## config.mk

```make
export PLATFORM = sky130hd
export DESIGN_NAME = seven_segment_scan_capture_flat
export DESIGN_NICKNAME = d
export VERILOG_FILES = /design/src/rtl/seven_seg_pkg.sv /design/src/rtl/seven_segment_scan_capture_if.sv /design/src/rtl/seven_seg_pattern_decode.sv /design/src/rtl/seven_segment_scan_capture.sv /design/src/flat_wrapper.sv
export SDC_FILE = /design/constraint.sdc
export NUM_CORES = 1
export LEC_CHECK = 0
export CAP_MARGIN = 20
export CORE_UTILIZATION = 35
export CTS_BUF_LIST = sky130_fd_sc_hd__clkbuf_8
export DETAILED_ROUTE_END_ITERATION = 16
export PLACE_DENSITY_LB_ADDON = 0.3
export SYNTH_ARGS = -nofsm -noshare
export SYNTH_HDL_FRONTEND = slang
export SYNTH_SLANG_ARGS = --single-unit
```

## constraint.sdc

```tcl
create_clock -name clk -period 2.25 [get_ports clk]
set_input_delay 0.45 -clock clk [delete_from_list [all_inputs] [get_ports clk]]
set_output_delay 0.45 -clock clk [all_outputs]
set_load 0.05 [all_outputs]
```

## src/rtl/seven_seg_pkg.sv

```systemverilog
// seven_seg_pkg: active-high digit patterns and scan monitor state type
package seven_seg_pkg;

   localparam logic [6:0] SEG_DIGIT [10] = '{
      7'h3F, 7'h06, 7'h5B, 7'h4F, 7'h66, 7'h6D, 7'h7D, 7'h07, 7'h7F, 7'h6F
   };
   localparam logic [6:0] SEG_BLANK = 7'h00;

   typedef enum logic [1:0] {IDLE, SETTLE, HELD} scan_state_e;

endpackage

```

## src/rtl/seven_segment_scan_capture_if.sv

```systemverilog
// seven_segment_scan_capture_if: scanned display pins and reassembled BCD results
interface seven_segment_scan_capture_if;

   logic [6:0] seg_in;
   logic [1:0] an_in;
   logic [7:0] bcd_out;
   logic       bcd_valid;
   logic       bcd_changed;
   logic       seg_error;
   logic       scan_stall;

   modport master (
      output seg_in, an_in,
      input  bcd_out, bcd_valid, bcd_changed, seg_error, scan_stall
   );

   modport slave (
      input  seg_in, an_in,
      output bcd_out, bcd_valid, bcd_changed, seg_error, scan_stall
   );

endinterface

```

## src/rtl/seven_seg_pattern_decode.sv

```systemverilog
// seven_seg_pattern_decode: active-high g..a pattern to BCD nibble, 4'hF when not a digit
module seven_seg_pattern_decode
   import seven_seg_pkg::*;
(
   input  logic [6:0] pattern,
   output logic [3:0] nibble,
   output logic       legal
);

   always_comb begin
      nibble = 4'hF;
      legal  = 1'b0;
      if (pattern != SEG_BLANK)
         for (int i = 0; i < 10; i++)
            if (pattern == SEG_DIGIT[i]) begin
               nibble = 4'(i);
               legal  = 1'b1;
            end
   end

endmodule

```

## src/rtl/seven_segment_scan_capture.sv

```systemverilog
// seven_segment_scan_capture: passive monitor rebuilding the BCD value behind a two-digit scan
module seven_segment_scan_capture
   import seven_seg_pkg::*;
#(
   parameter int SETTLE_CYCLES  = 4,
   parameter int STALL_CYCLES   = 1000000,
   parameter bit SEG_ACTIVE_LOW = 1'b1,
   parameter bit AN_ACTIVE_LOW  = 1'b1
) (
   input logic                         clk,
   input logic                         reset,
   seven_segment_scan_capture_if.slave bus
);

   localparam int STALL_W = $clog2(STALL_CYCLES + 1);
   localparam logic [STALL_W-1:0] STALL_MAX = STALL_W'(STALL_CYCLES);

   logic [8:0]         samp_q, prev_q;
   logic [7:0]         cnt_q, cnt_d;
   scan_state_e        state_q, state_d;
   logic [3:0]         lo_q, hi_q, nibble;
   logic               seen_lo_q, seen_hi_q, out_done_q, legal;
   logic [STALL_W-1:0] stall_q;
   logic [1:0]         an;
   logic [6:0]         seg;
   logic               one_hot, diff, cap, both;

   // raw pins are compared for stability; polarity only matters for decoding
   assign an      = AN_ACTIVE_LOW ? ~samp_q[8:7] : samp_q[8:7];
   assign seg     = SEG_ACTIVE_LOW ? ~samp_q[6:0] : samp_q[6:0];
   assign one_hot = an[0] ^ an[1];
   assign diff    = samp_q != prev_q;
   assign cap     = state_q == SETTLE && !diff && cnt_q == 8'(SETTLE_CYCLES - 1);
   assign both    = seen_lo_q && seen_hi_q;
   assign bus.scan_stall = stall_q == STALL_MAX;

   seven_seg_pattern_decode u_decode (
      .pattern (seg),
      .nibble  (nibble),
      .legal   (legal)
   );

   always_comb begin
      cnt_d   = (diff || state_q == IDLE) ? 8'd0 :
                (cnt_q == 8'(SETTLE_CYCLES) ? cnt_q : cnt_q + 8'd1);
      state_d = (diff || state_q == IDLE) ? (one_hot ? SETTLE : IDLE) :
                (cap ? HELD : state_q);
   end

   always_ff @(posedge clk or negedge reset) begin
      if (!reset) begin
         samp_q          <= '0;
         prev_q          <= '0;
         cnt_q           <= '0;
         state_q         <= IDLE;
         lo_q            <= '0;
         hi_q            <= '0;
         seen_lo_q       <= 1'b0;
         seen_hi_q       <= 1'b0;
         out_done_q      <= 1'b0;
         stall_q         <= '0;
         bus.bcd_out     <= '0;
         bus.bcd_valid   <= 1'b0;
         bus.bcd_changed <= 1'b0;
         bus.seg_error   <= 1'b0;
      end else begin
         samp_q          <= {bus.an_in, bus.seg_in};
         prev_q          <= samp_q;
         cnt_q           <= cnt_d;
         state_q         <= state_d;
         stall_q         <= cap ? '0 : (stall_q == STALL_MAX ? stall_q : stall_q + STALL_W'(1));
         bus.seg_error   <= cap && !legal;
         bus.bcd_valid   <= both;
         bus.bcd_changed <= both && (!out_done_q || {hi_q, lo_q} != bus.bcd_out);
         if (both) begin
            bus.bcd_out <= {hi_q, lo_q};
            seen_lo_q   <= 1'b0;
            seen_hi_q   <= 1'b0;
            out_done_q  <= 1'b1;
         end
         // a repeated capture of one slot simply overwrites it until the other arrives
         if (cap && an[0]) begin
            lo_q      <= nibble;
            seen_lo_q <= 1'b1;
         end
         if (cap && an[1]) begin
            hi_q      <= nibble;
            seen_hi_q <= 1'b1;
         end
      end
   end

endmodule
```

## src/flat_wrapper.sv

```systemverilog
// flat-port wrapper written by rule: the top's interface ports become plain ports
module seven_segment_scan_capture_flat import seven_seg_pkg::*;
#(
   parameter int SETTLE_CYCLES  = 4,
   parameter int STALL_CYCLES   = 1000000,
   parameter bit SEG_ACTIVE_LOW = 1'b1,
   parameter bit AN_ACTIVE_LOW  = 1'b1
)
  (clk, reset, bus_seg_in, bus_an_in, bus_bcd_out, bus_bcd_valid, bus_bcd_changed, bus_seg_error, bus_scan_stall);
  seven_segment_scan_capture_if bus_i ();
  input logic clk;
  input logic reset;
  input wire logic [$bits(bus_i.seg_in)-1:0] bus_seg_in;
  input wire logic [$bits(bus_i.an_in)-1:0] bus_an_in;
  output wire logic [$bits(bus_i.bcd_out)-1:0] bus_bcd_out;
  output wire logic [$bits(bus_i.bcd_valid)-1:0] bus_bcd_valid;
  output wire logic [$bits(bus_i.bcd_changed)-1:0] bus_bcd_changed;
  output wire logic [$bits(bus_i.seg_error)-1:0] bus_seg_error;
  output wire logic [$bits(bus_i.scan_stall)-1:0] bus_scan_stall;
  assign bus_i.seg_in = bus_seg_in;
  assign bus_i.an_in = bus_an_in;
  assign bus_bcd_out = bus_i.bcd_out;
  assign bus_bcd_valid = bus_i.bcd_valid;
  assign bus_bcd_changed = bus_i.bcd_changed;
  assign bus_seg_error = bus_i.seg_error;
  assign bus_scan_stall = bus_i.scan_stall;
  seven_segment_scan_capture #(.SETTLE_CYCLES(SETTLE_CYCLES), .STALL_CYCLES(STALL_CYCLES), .SEG_ACTIVE_LOW(SEG_ACTIVE_LOW), .AN_ACTIVE_LOW(AN_ACTIVE_LOW)) u_core (.clk(clk), .reset(reset), .bus(bus_i));
endmodule
```

* Word-level counts from Yosys, hierarchy flattened
Index checks and enable logic that the tools add are counted.
** Word-level totals
- Flip-flop bits (word level) :: 70
- Bits of input ports :: 11
- Output and inout port bits :: 12
- Logic and storage cells :: 86
** Cells by class
- Add/subtract/negate cells :: 2
- Eq/ne operators :: 18
- Muxes and demuxes :: 32
- Bitwise gates (word level) :: 3
- Reduce and logical (&&, ||, !) cells :: 17
** Operators with widths (number)
- $eq A7 B7 Y1 const B :: 7
- $mux W4 :: 11
- $mux W20 :: 2
- $add A20 B1 Y20 const B :: 1
- $eq A20 B20 Y1 const B :: 1
- $mux W8 :: 2
- $mux W1 :: 15
- $eq A7 B3 Y1 const B :: 2
- $ne A9 B9 Y1 :: 1
- $add A8 B1 Y8 const B :: 1
- $eq A8 B2 Y1 const B :: 1
- $eq A8 B3 Y1 const B :: 1
- $ne A8 B8 Y1 :: 1
- $eq A7 B6 Y1 const B :: 1
- $logic_and A1 B1 Y1 :: 7
- $not A7 Y7 :: 1
- $reduce_bool A7 Y1 :: 1
- $reduce_bool A2 Y1 :: 3
- $mux W2 :: 2
- $ne A2 B1 Y1 const B :: 2
- $logic_not A1 Y1 :: 3
- $eq A2 B1 Y1 const B :: 1
- $logic_not A2 Y1 :: 1
- $logic_or A1 B1 Y1 :: 2
- 2 further kinds :: 2

* Longest topological paths before layout
Gate-level depths: netlist of the first run.
- Depth after elaboration :: 15
- Gate-level depth with buffers :: 6
- Depth with buffers taken out :: 6

* By module
A second synthesis of the first run with hierarchy kept.
** Unflattened totals
- Cells, all modules :: 310
- Area, all modules :: 3355.7 µm²
** Modules (own cells, without submodules)
- seven_segment_scan_capture :: times used 1, cells each 274, area each 3129.3 µm², sequential area each 1751.7 µm²
- seven_seg_pattern_decode :: times used 1, cells each 36, area each 226.5 µm², sequential area each 0.0 µm²

* Worst setup path before layout of the first run
No wires, ideal clock.
- Path type :: reg-to-output
- Start point :: register u_core.stall_q[7]
- End point :: output bus_scan_stall
- Arrival time :: 2.659 ns
- Required time :: 1.800 ns
- Slack :: -0.859 ns
- Stages on the path, launching flop included :: 3
- Buffers on the path :: 0
- Path through :: dfrtp_1 > or4b_2 > nor4_1
** Between the ends
- Word-level cells in the longest chain between the ends :: 1
** Ends and longest elaborated chain
- from (decl) :: line seven_segment_scan_capture.sv:23 : logic [STALL_W-1:0] stall_q;
- from (signal assigned) :: line seven_segment_scan_capture.sv:71 : stall_q <= cap ? '0 : (stall_q == STALL_MAX ? stall_q : stall_q + STALL_W'(1));
- $eq A20 B20 Y1 :: line seven_segment_scan_capture.sv:35 : assign bus.scan_stall = stall_q == STALL_MAX;
- to (decl) :: line flat_wrapper.sv:19 : output wire logic [$bits(bus_i.scan_stall)-1:0] bus_scan_stall;
No other way between the ends.

* Final worst setup path of the first run
- Start point :: register u_core.stall_q[5]
- End point :: output bus_scan_stall
Same word-level chain as after synthesis.

==> results of run 1 <==
==> sequential cells by signal, summed over array words and instances, names as in the netlist, 2 cells and up <==
name	cells
u_core.bus.bcd_out	8
u_core.cnt_q	8
u_core.hi_q	4
u_core.lo_q	4
u_core.prev_q	9
u_core.samp_q	9
u_core.stall_q	20
u_core.state_q	2
==> repair_timing <==
action,CTS,global route
endpoints found under the setup margin,1,1
pin swaps,2,2
resized for setup,1,5
setup buffers,4,2
==> path summary, 6_finish.rpt <==
kind | start | end | slack [ps] | depth (start not counted)
min reg2reg | u_core.out_done_q | u_core.bus.bcd_changed | 460 | 1
min in group clk | u_core.out_done_q | u_core.bus.bcd_changed | 460 | 1
min | reset | u_core.stall_q[4] | 5 | 1
max in group asynchronous | reset | u_core.samp_q[7] | 1640 | 2
max | u_core.stall_q[5] | bus_scan_stall | 30 | 3
max reg2reg | u_core.samp_q[5] | u_core.cnt_q[2] | 180 | 5
==> power by group <==
part / internal [mW] / leakage, nW / switching [mW]
Combinational: 0.0514 / 0.686 / 0.0739
Sequential: 1.28 / 0.918 / 0.0124
Clock: 0.525 / 0.100 / 0.520
==> cell families (layout without fill, tap and decap cells) <==
| logic type | Yosys count | after routing | share of synthesized area |
|---|---|---|---|
| buf+inv | 33 | 81 | 0.03877 |
| xor+xnor | 34 | 34 | 0.08957 |
| fa+ha+maj | 4 | 4 | 0.01506 |
| mux | 10 | 10 | 0.03011 |
| flops | 70 | 70 | 0.5269 |
| simple gates | 125 | 125 | 0.2209 |
| compound gates | 43 | 43 | 0.07867 |
==> area by class of cell <==
type,count,area (um2),share of cell area
Tap cell,129,161.4,0.03956
Sequential cell,70,1754,0.4299
Clock inverter,7,81.33,0.01993
Multi-Input combinational cell,216,1481,0.3631
Inverter,22,82.58,0.02024
Timing Repair Buffer,43,395.4,0.09690
Clock buffer,9,123.9,0.03036
==> cells in the final DEF, fill, tap and decap left out, types with 15 or more instances in the layout <==
cell type and n:
dfrtp_1 68, nand2_1 25, nor2_1 24, inv_1 21, clkdlybuf4s50_1 20, buf_4 20, xnor2_1 18, xor2_1 16
nand3_1 15, o21ai_0 15
==> per-layer routing <==
metal  track usage  part of all wire
met2        0.2147              0.45
met4       0.07353             0.024
met1        0.1969              0.50
met5             0                 0
met3       0.02811             0.023
==> critical path, cell delays in order, from the launching register on <==
cell	delay (ps)
dfrtp_1	390
or4b_4	570
nor4_4	280
buf_12	180
==> results.sh, run 1 <==
export IMPL_final_cell_area_um2=4080
export IMPL_vdd_drop_max_mv=0.2341
export IMPL_synth_commonest_cells="70 x dfrtp_1, 25 x nand2_1, 24 x nor2_1, 22 x inv_1, 18 x xnor2_1"
export IMPL_fmax_mhz=450.3
export IMPL_postPlaceCellArea_um2=3811
export IMPL_synth_edff_count=0
export IMPL_h_tree_depth=3
export IMPL_nFillCells=897
export IMPL_dieArea_um2=9892
export IMPL_routedWlPerCell_um=12.73
export IMPL_synth_nets=334
export IMPL_fin_ws_ps=29.36
export IMPL_worstPathMaxFanout=2
export IMPL_critPathLaunchType="flip-flop"
export IMPL_synth_top_cells_by_area="dfrtp_1 53%, xnor2_1 4.7%, xor2_1 4.2%, mux2i_1 3.0%, nand2_1 2.8%"
export IMPL_numCtsBuffers=9
export IMPL_cts_sinks=70
export IMPL_cts_hold_buf=0
export IMPL_ys_warnings_count=0
export IMPL_drv_slew=0
export IMPL_relSlewSlack=0.6508
export IMPL_cts_tree="built"
export IMPL_period_needed_ps=2221
export IMPL_vias_per_cell=4.935
export IMPL_area_growth_synth_to_final_pct=22.73
export IMPL_synth_area_um2=3324
export IMPL_die_h_um=99.46
export IMPL_core_area_um2=9240
export IMPL_syn_inst=319
export IMPL_p_leak_nw=1.704
export IMPL_synthMostInstantiatedCell="dfrtp_1"
export IMPL_placedCellCount=474
export IMPL_cts_root_buf="clkbuf_8"
export IMPL_cts_buffer_depth=2
export IMPL_ys_flop_type="dfrtp_1"
export IMPL_worstMarginPinSlew_ps=522.6
export IMPL_avgSynthCellArea_um2=10.42
export IMPL_async_reset_ff_frac=1.000
export IMPL_yosys_area_top_type="dfrtp_1"
export IMPL_max_cap_violations=0
export IMPL_pre_cts_ws_ps=192.2
export IMPL_start_util=0.3598
export IMPL_path_class="reg -> out"
export IMPL_yosysUniqueCellTypes=47
export IMPL_finalNonFillerCells=496
export IMPL_firstDrtPassIters=4
export IMPL_postRouteAntennaNets=0
export IMPL_status="finished, final reports clean"
export IMPL_cp_arrival_ps=1770
export IMPL_netlist_area_leader_share=0.5269
export IMPL_rows=35
export IMPL_hold_violations=0
export IMPL_drive_above_1_share=0.1471
export IMPL_grt_setup_unrepaired="true"
export IMPL_num_vias=2448
export IMPL_synth_seq_area_share=0.5269
export IMPL_power_density_nw_per_um2=602.5
export IMPL_gr_total_overflow=0
export IMPL_hpwl_um=4381
export IMPL_wl_um=6315
export IMPL_nets=377
export IMPL_whs_ps=5.136
export IMPL_synth_seq_cells=70
export IMPL_setup_viol=0
export IMPL_clock_skew_ps=15.69
export IMPL_die_width_um=99.46
export IMPL_hold_class="in -> async"
export IMPL_period_share=0.9870
export IMPL_report_power_total_mw=2.458
export IMPL_grt_usage=0.1430
export IMPL_place_gp_congestion=0.7807
export IMPL_cp_required_ps=1800
export IMPL_clkLatencyLatePin_ps=350
export IMPL_drc=0
export IMPL_grt_pass1_vias=2359
export IMPL_drt_initial_drc_count=111
export IMPL_grt_max_degree=57
export IMPL_io_pins=23
export IMPL_end_kind="primary output"
export IMPL_clk_pin_slew_ps=80
export IMPL_finalSetupTns_ps=0
export IMPL_port_buffers=22
export IMPL_antenna_found_initial=0
export IMPL_utilization=0.4416
export IMPL_grt_first_pass_wirelength_um=11030
export IMPL_diodes=0
(Power assumes the default switching activity.)
==> inputs of run 2 (changes only) <==
--- a/config.mk
+++ b/config.mk
@@ -7,9 +7,9 @@
 export LEC_CHECK = 0
 export CAP_MARGIN = 20
 export CORE_UTILIZATION = 35
-export CTS_BUF_LIST = sky130_fd_sc_hd__clkbuf_8
 export DETAILED_ROUTE_END_ITERATION = 16
 export PLACE_DENSITY_LB_ADDON = 0.3
+export SKIP_LAST_GASP = 1
 export SYNTH_ARGS = -nofsm -noshare
 export SYNTH_HDL_FRONTEND = slang
 export SYNTH_SLANG_ARGS = --single-unit
==> results of run 2 <==
The final DEF is identical to that of run 1; final timing and power are the same.
==> inputs of run 3 (changes only) <==
--- a/config.mk
+++ b/config.mk
@@ -6,8 +6,11 @@
 export NUM_CORES = 1
 export LEC_CHECK = 0
 export CAP_MARGIN = 20
+export CELL_PAD_IN_SITES_DETAIL_PLACEMENT = 0
+export CELL_PAD_IN_SITES_GLOBAL_PLACEMENT = 1
 export CORE_UTILIZATION = 35
 export DETAILED_ROUTE_END_ITERATION = 16
+export HOLD_SLACK_MARGIN = 0.1
 export PLACE_DENSITY_LB_ADDON = 0.3
 export SKIP_LAST_GASP = 1
 export SYNTH_ARGS = -nofsm -noshare
==> run 3 against run 2 <==
  * Non-clock buffer count is 1 lower
  * Largest cell class unchanged
  * Critical path depth stayed put
  * Hold slack better by 110 ps
  * Sequential share of layout area down 0.17 points
  * Register-to-register slack about the same
  * Highest routed layer unchanged
  * Cell area is 0.40% higher
  * Cell count is 0.20% lower
  * Flip-flop and latch count unchanged
  * Core utilization grew 0.18 points
  * Combinational power about the same
  * Global-route usage grew 0.10 points
==> results.sh, run 3 (synthesis results as in run 1) <==
export IMPL_clk_pin_slew_ps=80
export IMPL_cts_sinks=70
export IMPL_final_cell_area_um2=4096
export IMPL_core_area_um2=9240
export IMPL_drt_initial_drc_count=111
export IMPL_relSlewSlack=0.6441
export IMPL_drc=0
export IMPL_power_frac_clock=0.442
export IMPL_cts_root_buf="clkbuf_8"
export IMPL_cts_hold_buf=0
export IMPL_antenna_found_initial=0
export IMPL_p_int_mw=1.954
export IMPL_p_sw_frac=0.2287
export IMPL_largest_reg_flops=20
export IMPL_multi_input_area_um2=1490
export IMPL_io_pins=23
export IMPL_die_h_um=99.46
export IMPL_vias_per_cell=4.865
export IMPL_wl_um=6363
export IMPL_r2r_start="u_core.samp_q[5]"
export IMPL_max_stage_delay_ps=540
export IMPL_report_power_total_mw=2.534
export IMPL_final_cell_mix="68 x dfrtp_1, 25 x nand2_1, 24 x nor2_1"
export IMPL_worstMarginPinSlew_ps=532.6
export IMPL_crit_start="u_core.stall_q[4]"
export IMPL_h_tree_depth=3
export IMPL_wl_met2_um=2852
export IMPL_largest_register="u_core.stall_q"
export IMPL_postRouteAntennaNets=0
export IMPL_fin_ws_ps=1.557
export IMPL_period_needed_ps=2248
export IMPL_end_kind="primary output"
export IMPL_routedWlPerCell_um=12.85
export IMPL_rows=35
export IMPL_postPlaceCellArea_um2=3826
export IMPL_diodes=0
export IMPL_cp_required_ps=1800
export IMPL_fmax_mhz=444.8
export IMPL_path_class="reg -> out"
export IMPL_grt_usage=0.1441
export IMPL_switching_power_mw=0.5795
export IMPL_period_share=0.9993
export IMPL_grt_max_degree=71
export IMPL_placedCellCount=476
export IMPL_cts_tree="built"
export IMPL_regArea_um2=1754
export IMPL_hold_violations=0
export IMPL_pre_cts_ws_ps=172.4
export IMPL_whs_ps=117.8
export IMPL_nets=376
export IMPL_drive_above_1_share=0.1421
export IMPL_cp_arrival_ps=1800
export IMPL_dr_max_layer_used="met4"
export IMPL_nFillCells=888
export IMPL_port_buffers=22
export IMPL_firstDrtPassIters=4
export IMPL_num_vias=2408
export IMPL_cpMaxStageDelayCell="or4b_4"
export IMPL_hpwl_um=4329
export IMPL_wl_met3_um=179
export IMPL_combPwrFrac=0.050
export IMPL_clkLatencyLatePin_ps=340
export IMPL_grt_pass1_vias=2270
export IMPL_max_cap_violations=0
export IMPL_die_width_um=99.46
export IMPL_area_growth_synth_to_final_pct=23.22
export IMPL_final_common_cell="dfrtp_1"
export IMPL_met1_length_um=3230
export IMPL_cts_buffer_depth=2
export IMPL_gr_total_overflow=0
export IMPL_clock_skew_ps=9.804
export IMPL_status="finished, final reports clean"
export IMPL_start_util=0.3598
export IMPL_numCtsBuffers=9
export IMPL_dieArea_um2=9892
export IMPL_place_gp_congestion=0.7479
export IMPL_worstPathMaxFanout=4
export IMPL_vdd_drop_max_mv=0.3878
export IMPL_crit_buf_inv=1
export IMPL_power_frac_seq=0.508
export IMPL_drv_slew=0
export IMPL_critPathLaunchType="flip-flop"
export IMPL_finalNonFillerCells=495
export IMPL_grt_first_pass_wirelength_um=11030
export IMPL_reg_top3="u_core.stall_q: 20 flops, u_core.prev_q: 9 flops, u_core.samp_q: 9 flops"
export IMPL_cp_cell_sequence="or4b_4 -> nor4_4 -> buf_12"
export IMPL_grt_setup_unrepaired="true"
export IMPL_p_leak_nw=1.719
export IMPL_hold_class="in -> async"
export IMPL_power_density_nw_per_um2=618.6
export IMPL_setup_viol=0
export IMPL_crit_family="simple AND/OR/NAND/NOR gates"
run 3: area by class of cell:
class                           instances  area share
Sequential cell                        70      0.4282
Tap cell                              129     0.03940
Multi-Input combinational cell        216      0.3638
Clock inverter                          7     0.02352
Clock buffer                            9     0.03024
Inverter                               22     0.02016
Timing Repair Buffer                   42     0.09469
run 3: repair_timing:
| action | CTS | global route |
|---|---|---|
| cloned | 0 | 0 |
| endpoints found under the setup margin | 1 | 1 |
| gates resized for setup | 4 | 2 |
| setup buffers | 0 | 3 |
| pin swaps | 0 | 2 |
run 3: routing by layer:
metal / up-vias / track usage
met5: - / 0
met4: 0 / 0.07466
met3: 9 / 0.03022
met2: 36 / 0.2078
met1: 1156 / 0.2041
li1: 1207 / -
run 3: metrics by stage:
| step | setup TNS (ps) | utilization |
|---|---|---|
| floorplan | 0 | - |
| detailed placement | 0 | 0.4141 |
| global route | -48.23 | 0.4433 |
| global placement | 0 | 0.4141 |
| finish | 0 | 0.4433 |
| CTS | 0 | 0.4406 |
run 3: worst paths after layout:
check / to / slack (ps) / cells past startpoint
worst max-delay path: bus_scan_stall / 2 / 3
max in group asynchronous: u_core.stall_q[5] / 1810 / 2
worst min-delay path: u_core.out_done_q / 120 / 2
worst max register to register: u_core.cnt_q[2] / 170 / 5
min in group clk: u_core.bus.bcd_changed / 470 / 1
worst min register to register: u_core.bus.bcd_changed / 470 / 1
run 3: worst register-to-register path, cell delays in order, from the launching register on:
cell and delay (ps):
dfrtp_1 390, xor2_1 150, or4_4 560, or4_1 570, buf_4 200, nor3b_2 140
run 3: power by group through the flow:
| stage | Combinational [mW] | Clock, mW | Sequential [mW] |
|---|---|---|---|
| 2_1_floorplan | 0.0556 | 0 | 1.31 |
| 3_3_place_gp | 0.129 | 0 | 1.31 |
| 3_5_place_dp | 0.128 | 0 | 1.31 |
| 4_1_cts | 0.129 | 1.17 | 1.29 |
| 5_1_grt | 0.142 | 1.22 | 1.29 |
| 6_report | 0.126 | 1.12 | 1.29 |
